File: config.mk
export PLATFORM = sky130hd
export DESIGN_NAME = reg_dump_ctrl
export DESIGN_NICKNAME = d
export VERILOG_FILES = /design/src/rtl/dump_pkg.sv /design/src/rtl/dump_period_timer.sv /design/src/rtl/reg_dump_ctrl.sv
export SDC_FILE = /design/constraint.sdc
export NUM_CORES = 1
export LEC_CHECK = 0
export BUFFER_PORTS_ARGS = -buffer_cell sky130_fd_sc_hd__buf_4
export CAP_MARGIN = 20
export CORE_MARGIN = 2
export CORE_UTILIZATION = 54
export CTS_BUF_LIST = sky130_fd_sc_hd__clkbuf_8
export CTS_CLUSTER_DIAMETER = 80
export DETAILED_ROUTE_END_ITERATION = 10
export PLACE_DENSITY = 0.83
export SLEW_MARGIN = 25
export SYNTH_ARGS = -nofsm -noshare
export SYNTH_HDL_FRONTEND = slang
export SYNTH_SLANG_ARGS = --single-unit
File: constraint.sdc
create_clock -name clk -period 2.7 [get_ports clk]
set_input_delay 0 -clock clk [delete_from_list [all_inputs] [get_ports clk]]
set_output_delay 0 -clock clk [all_outputs]
set_load 0.05 [all_outputs]
File: src/rtl/dump_pkg.sv
// dump_pkg: shared types and constants for the register-file dump engine.
//   state_t  : dump FSM states
//   MISSED_W : width of the saturating dropped-trigger counter
package dump_pkg;

    typedef enum logic [2:0] {
        IDLE,
        ISSUE,
        CAPTURE,
        SEND,
        DONE
    } state_t;

    localparam int MISSED_W = 8;

endpackage

File: src/rtl/dump_period_timer.sv
// dump_period_timer: free-running auto-trigger timer for the dump engine.
//   clk, rst : clock, asynchronous active-high reset
//   en       : enable counting
//   period   : tick interval in cycles; 0 stops and clears the timer
//   tick     : one-cycle pulse every period cycles while running
module dump_period_timer #(
    parameter int PER_W = 16
) (
    input  logic             clk,
    input  logic             rst,
    input  logic             en,
    input  logic [PER_W-1:0] period,
    output logic             tick
);

    logic [PER_W-1:0] cnt;
    logic             run;

    assign run = en && (period != '0);
    // >= rather than == so that shrinking period below the running count
    // wraps at once instead of counting through the whole range.
    assign tick = run && (cnt >= period - 1'b1);

    always_ff @(posedge clk or posedge rst) begin
        if (rst)
            cnt <= '0;
        else if (!run || tick)
            cnt <= '0;
        else
            cnt <= cnt + 1'b1;
    end

endmodule

File: src/rtl/reg_dump_ctrl.sv
// reg_dump_ctrl: streams every register of a register file over valid/ready.
//   clk, rst         : clock, asynchronous active-high reset
//   start            : one-cycle dump request
//   auto_en, period  : periodic auto-trigger control (period 0 disables)
//   rf_raddr/rf_rdata: register-file read port, data one cycle after address
//   out_valid/ready  : handshake to the trace sink
//   out_idx/out_data : index and value of the current word
//   out_eol/out_last : end of group line / final word of the dump
//   busy, done       : dump in progress / one-cycle completion pulse
//   missed           : saturating count of auto ticks dropped while busy
module reg_dump_ctrl
    import dump_pkg::*;
#(
    parameter int DATA_W  = 32,
    parameter int NREGS   = 32,
    parameter int ADDR_W  = 5,
    parameter int GROUP   = 8,
    parameter int ZERO_R0 = 1,
    parameter int PER_W   = 16
) (
    input  logic                clk,
    input  logic                rst,
    input  logic                start,
    input  logic                auto_en,
    input  logic [PER_W-1:0]    period,
    output logic [ADDR_W-1:0]   rf_raddr,
    input  logic [DATA_W-1:0]   rf_rdata,
    output logic                out_valid,
    input  logic                out_ready,
    output logic [ADDR_W-1:0]   out_idx,
    output logic [DATA_W-1:0]   out_data,
    output logic                out_eol,
    output logic                out_last,
    output logic                busy,
    output logic                done,
    output logic [MISSED_W-1:0] missed
);

    state_t            state;
    logic [ADDR_W-1:0] idx;
    logic              tick;
    logic              is_last;
    logic              is_eol;

    dump_period_timer #(.PER_W(PER_W)) u_timer (
        .clk    (clk),
        .rst    (rst),
        .en     (auto_en),
        .period (period),
        .tick   (tick)
    );

    assign is_last = (idx == ADDR_W'(NREGS - 1));
    assign is_eol  = ((int'(idx) % GROUP) == GROUP - 1) || is_last;

    // rf_raddr is loaded on entry to ISSUE so a synchronous register file
    // presents the data during CAPTURE. Outputs change only on edges, so
    // out_valid has no combinational dependence on out_ready.
    always_ff @(posedge clk or posedge rst) begin
        if (rst) begin
            state     <= IDLE;
            idx       <= '0;
            rf_raddr  <= '0;
            out_valid <= 1'b0;
            out_idx   <= '0;
            out_data  <= '0;
            out_eol   <= 1'b0;
            out_last  <= 1'b0;
            busy      <= 1'b0;
            done      <= 1'b0;
            missed    <= '0;
        end else begin
            // Any tick outside IDLE (DONE included) is dropped and counted.
            if (tick && state != IDLE && missed != '1)
                missed <= missed + 1'b1;
            case (state)
                IDLE: begin
                    if (start || tick) begin
                        idx      <= '0;
                        rf_raddr <= '0;
                        busy     <= 1'b1;
                        state    <= ISSUE;
                    end
                end
                ISSUE: state <= CAPTURE;
                CAPTURE: begin
                    out_data  <= (ZERO_R0 != 0 && idx == '0) ? '0 : rf_rdata;
                    out_idx   <= idx;
                    out_eol   <= is_eol;
                    out_last  <= is_last;
                    out_valid <= 1'b1;
                    state     <= SEND;
                end
                SEND: begin
                    if (out_ready) begin
                        out_valid <= 1'b0;
                        if (is_last) begin
                            done  <= 1'b1;
                            state <= DONE;
                        end else begin
                            idx      <= idx + 1'b1;
                            rf_raddr <= idx + 1'b1;
                            state    <= ISSUE;
                        end
                    end
                end
                DONE: begin
                    done  <= 1'b0;
                    busy  <= 1'b0;
                    state <= IDLE;
                end
                default: state <= IDLE;
            endcase
        end
    end

endmodule

==> results.yml <==
floorplan:
  row_count: 30
  floorplan.initialDensity_pct: 54.9
  core-area_um2: 6680
  fp.dieArea_um2: 7470
  floorplan.die.width_um: 86.4
  io_pins: 108
  fp.dieH_um: 86.4
placed_design:
  dp.final_hpwl_mm: 6.04
  routabilityCongestion: 0.796
  dp.cells: 541
  placement.io_buffers: 107
yosys:
  syn-cell-area_um2: 3670
  ys_warn_count: 0
  seq_area_frac_synth_pct: 50.5
  post_synth.cell_area_avg_um2: 10.9
  synth.net_count: 413
  postSynth.topFlopCell: "dfrtp_1"
  synth_largest_area_cell: "dfrtp_1"
  synthArstFlopShare_pct: 100
  postSynthRegisterBits: 74
  yosysTopAreaCellShare_pct: 50.5
  synth_edf_count: 0
  synth_cells: 337
  netlist_top_cells_area: "dfrtp_1 50%, ha_1 7.8%, a22o_1 7.6%"
  synth.lib_cells_used.distinct: 41
setup_path:
  worstPathRequired_ns: 2.93
  timing.critical_path.to_type: "flop"
  critical_path_peak_fanout: 4
  critPathTopFamily: "simple AND/OR/NAND/NOR gates"
  timing.critical_path.slowest_stage_cell: "or4_4"
  critical_path.n_buffers_inverters: 2
  slowest_delay_ns: 0.53
  cp_cell_sequence: "buf_6, or4_4, or3_4, nor3_4, xnor2_1, ha_1, nand4_1, buf_4, nor3_4, a32oi_2, a21o_2, or4_4, xnor2_2"
  setup.worst_path.start_class: "primary input"
  worst_ep_arrival_time_ns: 3.07
  critPathKind: "in2reg"
timing:
  clock_skew_ns: 0.00985
  finalHoldWorstSlack_ns: 0.0724
  timing.max_slew.rel_slack_pct: 59.9
  setup_viol: 8
  setup_total_negative_slack_ns: -0.844
  worstMarginPinSlew_ns: 0.599
  worst_slack_ns: -0.145
  grt_setup_unrepaired: "yes"
  fmaxAchievable_mhz: 351
  final.period_utilization_pct: 105
  finalMaxSlewViolations: 0
  timing_hold_violations_final: 0
  timing.final.crit_period_ns: 2.85
grt:
  grt_start_max_net_pins: 75
  global_route.usage.total_pct: 27.0
  grt_antenna_before_repair: 0
  globalRouteOverflowTotal: 0
  first_global_vias: 3362
  grt_pass1_wl_mm: 15.8
route:
  antenna_violating_nets_remaining: 0
  via_count: 3316
  via_cell_ratio: 5.57
  routed_wirelength_mm: 9.87
  wl_per_cell_um: 16.6
  drt_iter0_markers: 243
  total_iterations_of_the_first_detailed_routing_run: 4
  final_routed_drc_violation_total: 0
cts:
  worst_skew_pair.late_latency_ns: 0.34
  clockBufferDepth: 2
  cts-buffers-inserted: 9
  clkSlewWorstSetupHoldPaths_ns: 0.08
  cts_sinks: 74
  cts_tree: "built"
  ctsHtreeMaxLevel: 3
  clk_root_buf: "clkbuf_8"
finish:
  drive_above_1_share_pct: 33.8
  fillerInstances: 406
  layout.cells.non_filler: 595
  post_layout_net_count: 588
  layout_common_cells: "135 x buf_4, 74 x dfrtp_1, 35 x dlygate4sd3_1"
  post-route-util_pct: 80.8
  multiInputGateArea_um2: 1810
  synthesis_to_layout_area_growth_pct: 47.2
  leading_cell_type_in_the_layout_fill_and_taps_excluded: "buf_4"
  ff_latch_area_um2: 1850
  antenna_cells: 0
outcome:
  outcome: "finished with violations"
  violations_in_the_final_reports: "setup timing"
job:
  max_cap_violations: 0
power:
  p_per_area_nw_per_um2: 900
  power.static_leakage_nw: 2.63
  ir_drop_mv: 0.844
min_path:
  hp_class: "in2reg"
## metrics by stage
| step | total power [mW] | setup WS, ns | cell area [um^2] |
|---|---|---|---|
| 6_report | 4.86 | -0.145 | 5400 |
| 2_1_floorplan | 3.27 | -0.315 | 3680 |
| 3_3_place_gp | 3.97 | -0.479 | 4770 |
| 5_1_grt | 5.07 | -0.224 | 5400 |
| 3_5_place_dp | 4.03 | -0.659 | 4770 |
| 4_1_cts | 4.82 | -0.171 | 5360 |
## report_power, final
group / total (mW) / internal [mW] / leakage [nW] / switching, mW
combinational: 2.44 / 0.845 / 1.58 / 1.60
clock: 0.733 / 0.342 / 0.0828 / 0.391
sequential: 1.68 / 1.42 / 0.970 / 0.265
## synth_stat cells (2+ instances only)
cell type,number
a2111oi_1,2
a21o_1,3
a21oi_1,10
a22o_1,32
and3_1,4
clkbuf_1,9
dfrtp_1,74
ha_1,23
inv_1,14
mux2_2,3
mux2i_1,3
nand2_1,20
nand2b_1,2
nand3_1,15
nand3_2,2
nand4_1,7
nor2_1,31
nor3_1,15
o21ai_0,11
or3_1,4
or4_1,2
xnor2_1,24
xor2_1,9
## state kept, by name (all words and copies together), names as in the netlist
signal / count
out_valid: 1
u_timer.cnt: 16
out_last: 1
out_eol: 1
out_idx: 5
out_data: 32
done: 1
idx: 5
missed: 8
state: 3
busy: 1
## metal layers
| layer | wire, um | GRT usage [%] |
|---|---|---|
| met2 | 5090 | 45.5 |
| met3 | 599 | 6.10 |
| met1 | 4020 | 34.1 |
| met5 | 0 | 0 |
| met4 | 172 | 10.2 |
## path summary, 6_finish.rpt
kind                                       endpoint  cells past startpoint                     start  slack (ns)
setup reg to reg              missed[4]$_DFFE_PP0P_                      7  u_timer.cnt[2]$_DFF_PP0_        0.12
setup / recovery              missed[4]$_DFFE_PP0P_                     13                 period[8]       -0.15
hold / removal                missed[3]$_DFFE_PP0P_                      5                   auto_en        0.07
min in group asynchronous     out_valid$_DFFE_PP0P_                      4                       rst        0.30
hold reg to reg              out_idx[0]$_DFFE_PP0P_                      2    out_idx[0]$_DFFE_PP0P_        0.50
max in group asynchronous  u_timer.cnt[1]$_DFF_PP0_                      4                       rst        2.09
## worst min-delay path: cells and delay by family
kind / cells / cell delay, ns
AO/OA/AOI/OAI: 1 / 0.06
XOR/XNOR: 1 / 0.06
buffers and inverters: 1 / 0.12
AND/OR/NAND/NOR: 2 / 0.14
## final cells by class
cell class | count | area share [%]
Clock buffer | 10 | 2.55
Clock inverter | 4 | 0.417
Inverter | 14 | 0.973
Multi-Input combinational cell | 239 | 33.5
Sequential cell | 74 | 34.3
Tap cell | 80 | 1.85
Timing Repair Buffer | 174 | 26.4
## cell families (layout without fill, tap and decap cells)
logic type	after synthesis	in the layout	share of synthesized area, %
multiplexers	7	7	2.05
buffers and inverters	24	202	2.66
XOR/XNOR	33	33	7.88
adder cells (fa/ha/maj)	23	23	7.84
flip-flops	74	74	50.5
AND/OR/NAND/NOR	109	109	14.8
AO/OA/AOI/OAI	67	67	14.3
## what timing repair did
item / in CTS / in global routing
pin swaps: 8 / 2
setup endpoints to repair: 15 / 24
endpoints found under the hold margin: 111 / 0
setup buffers: 4 / 1
gates resized for setup: 9 / 6
hold buffers: 35 / 0
(Power assumes the default switching activity.)
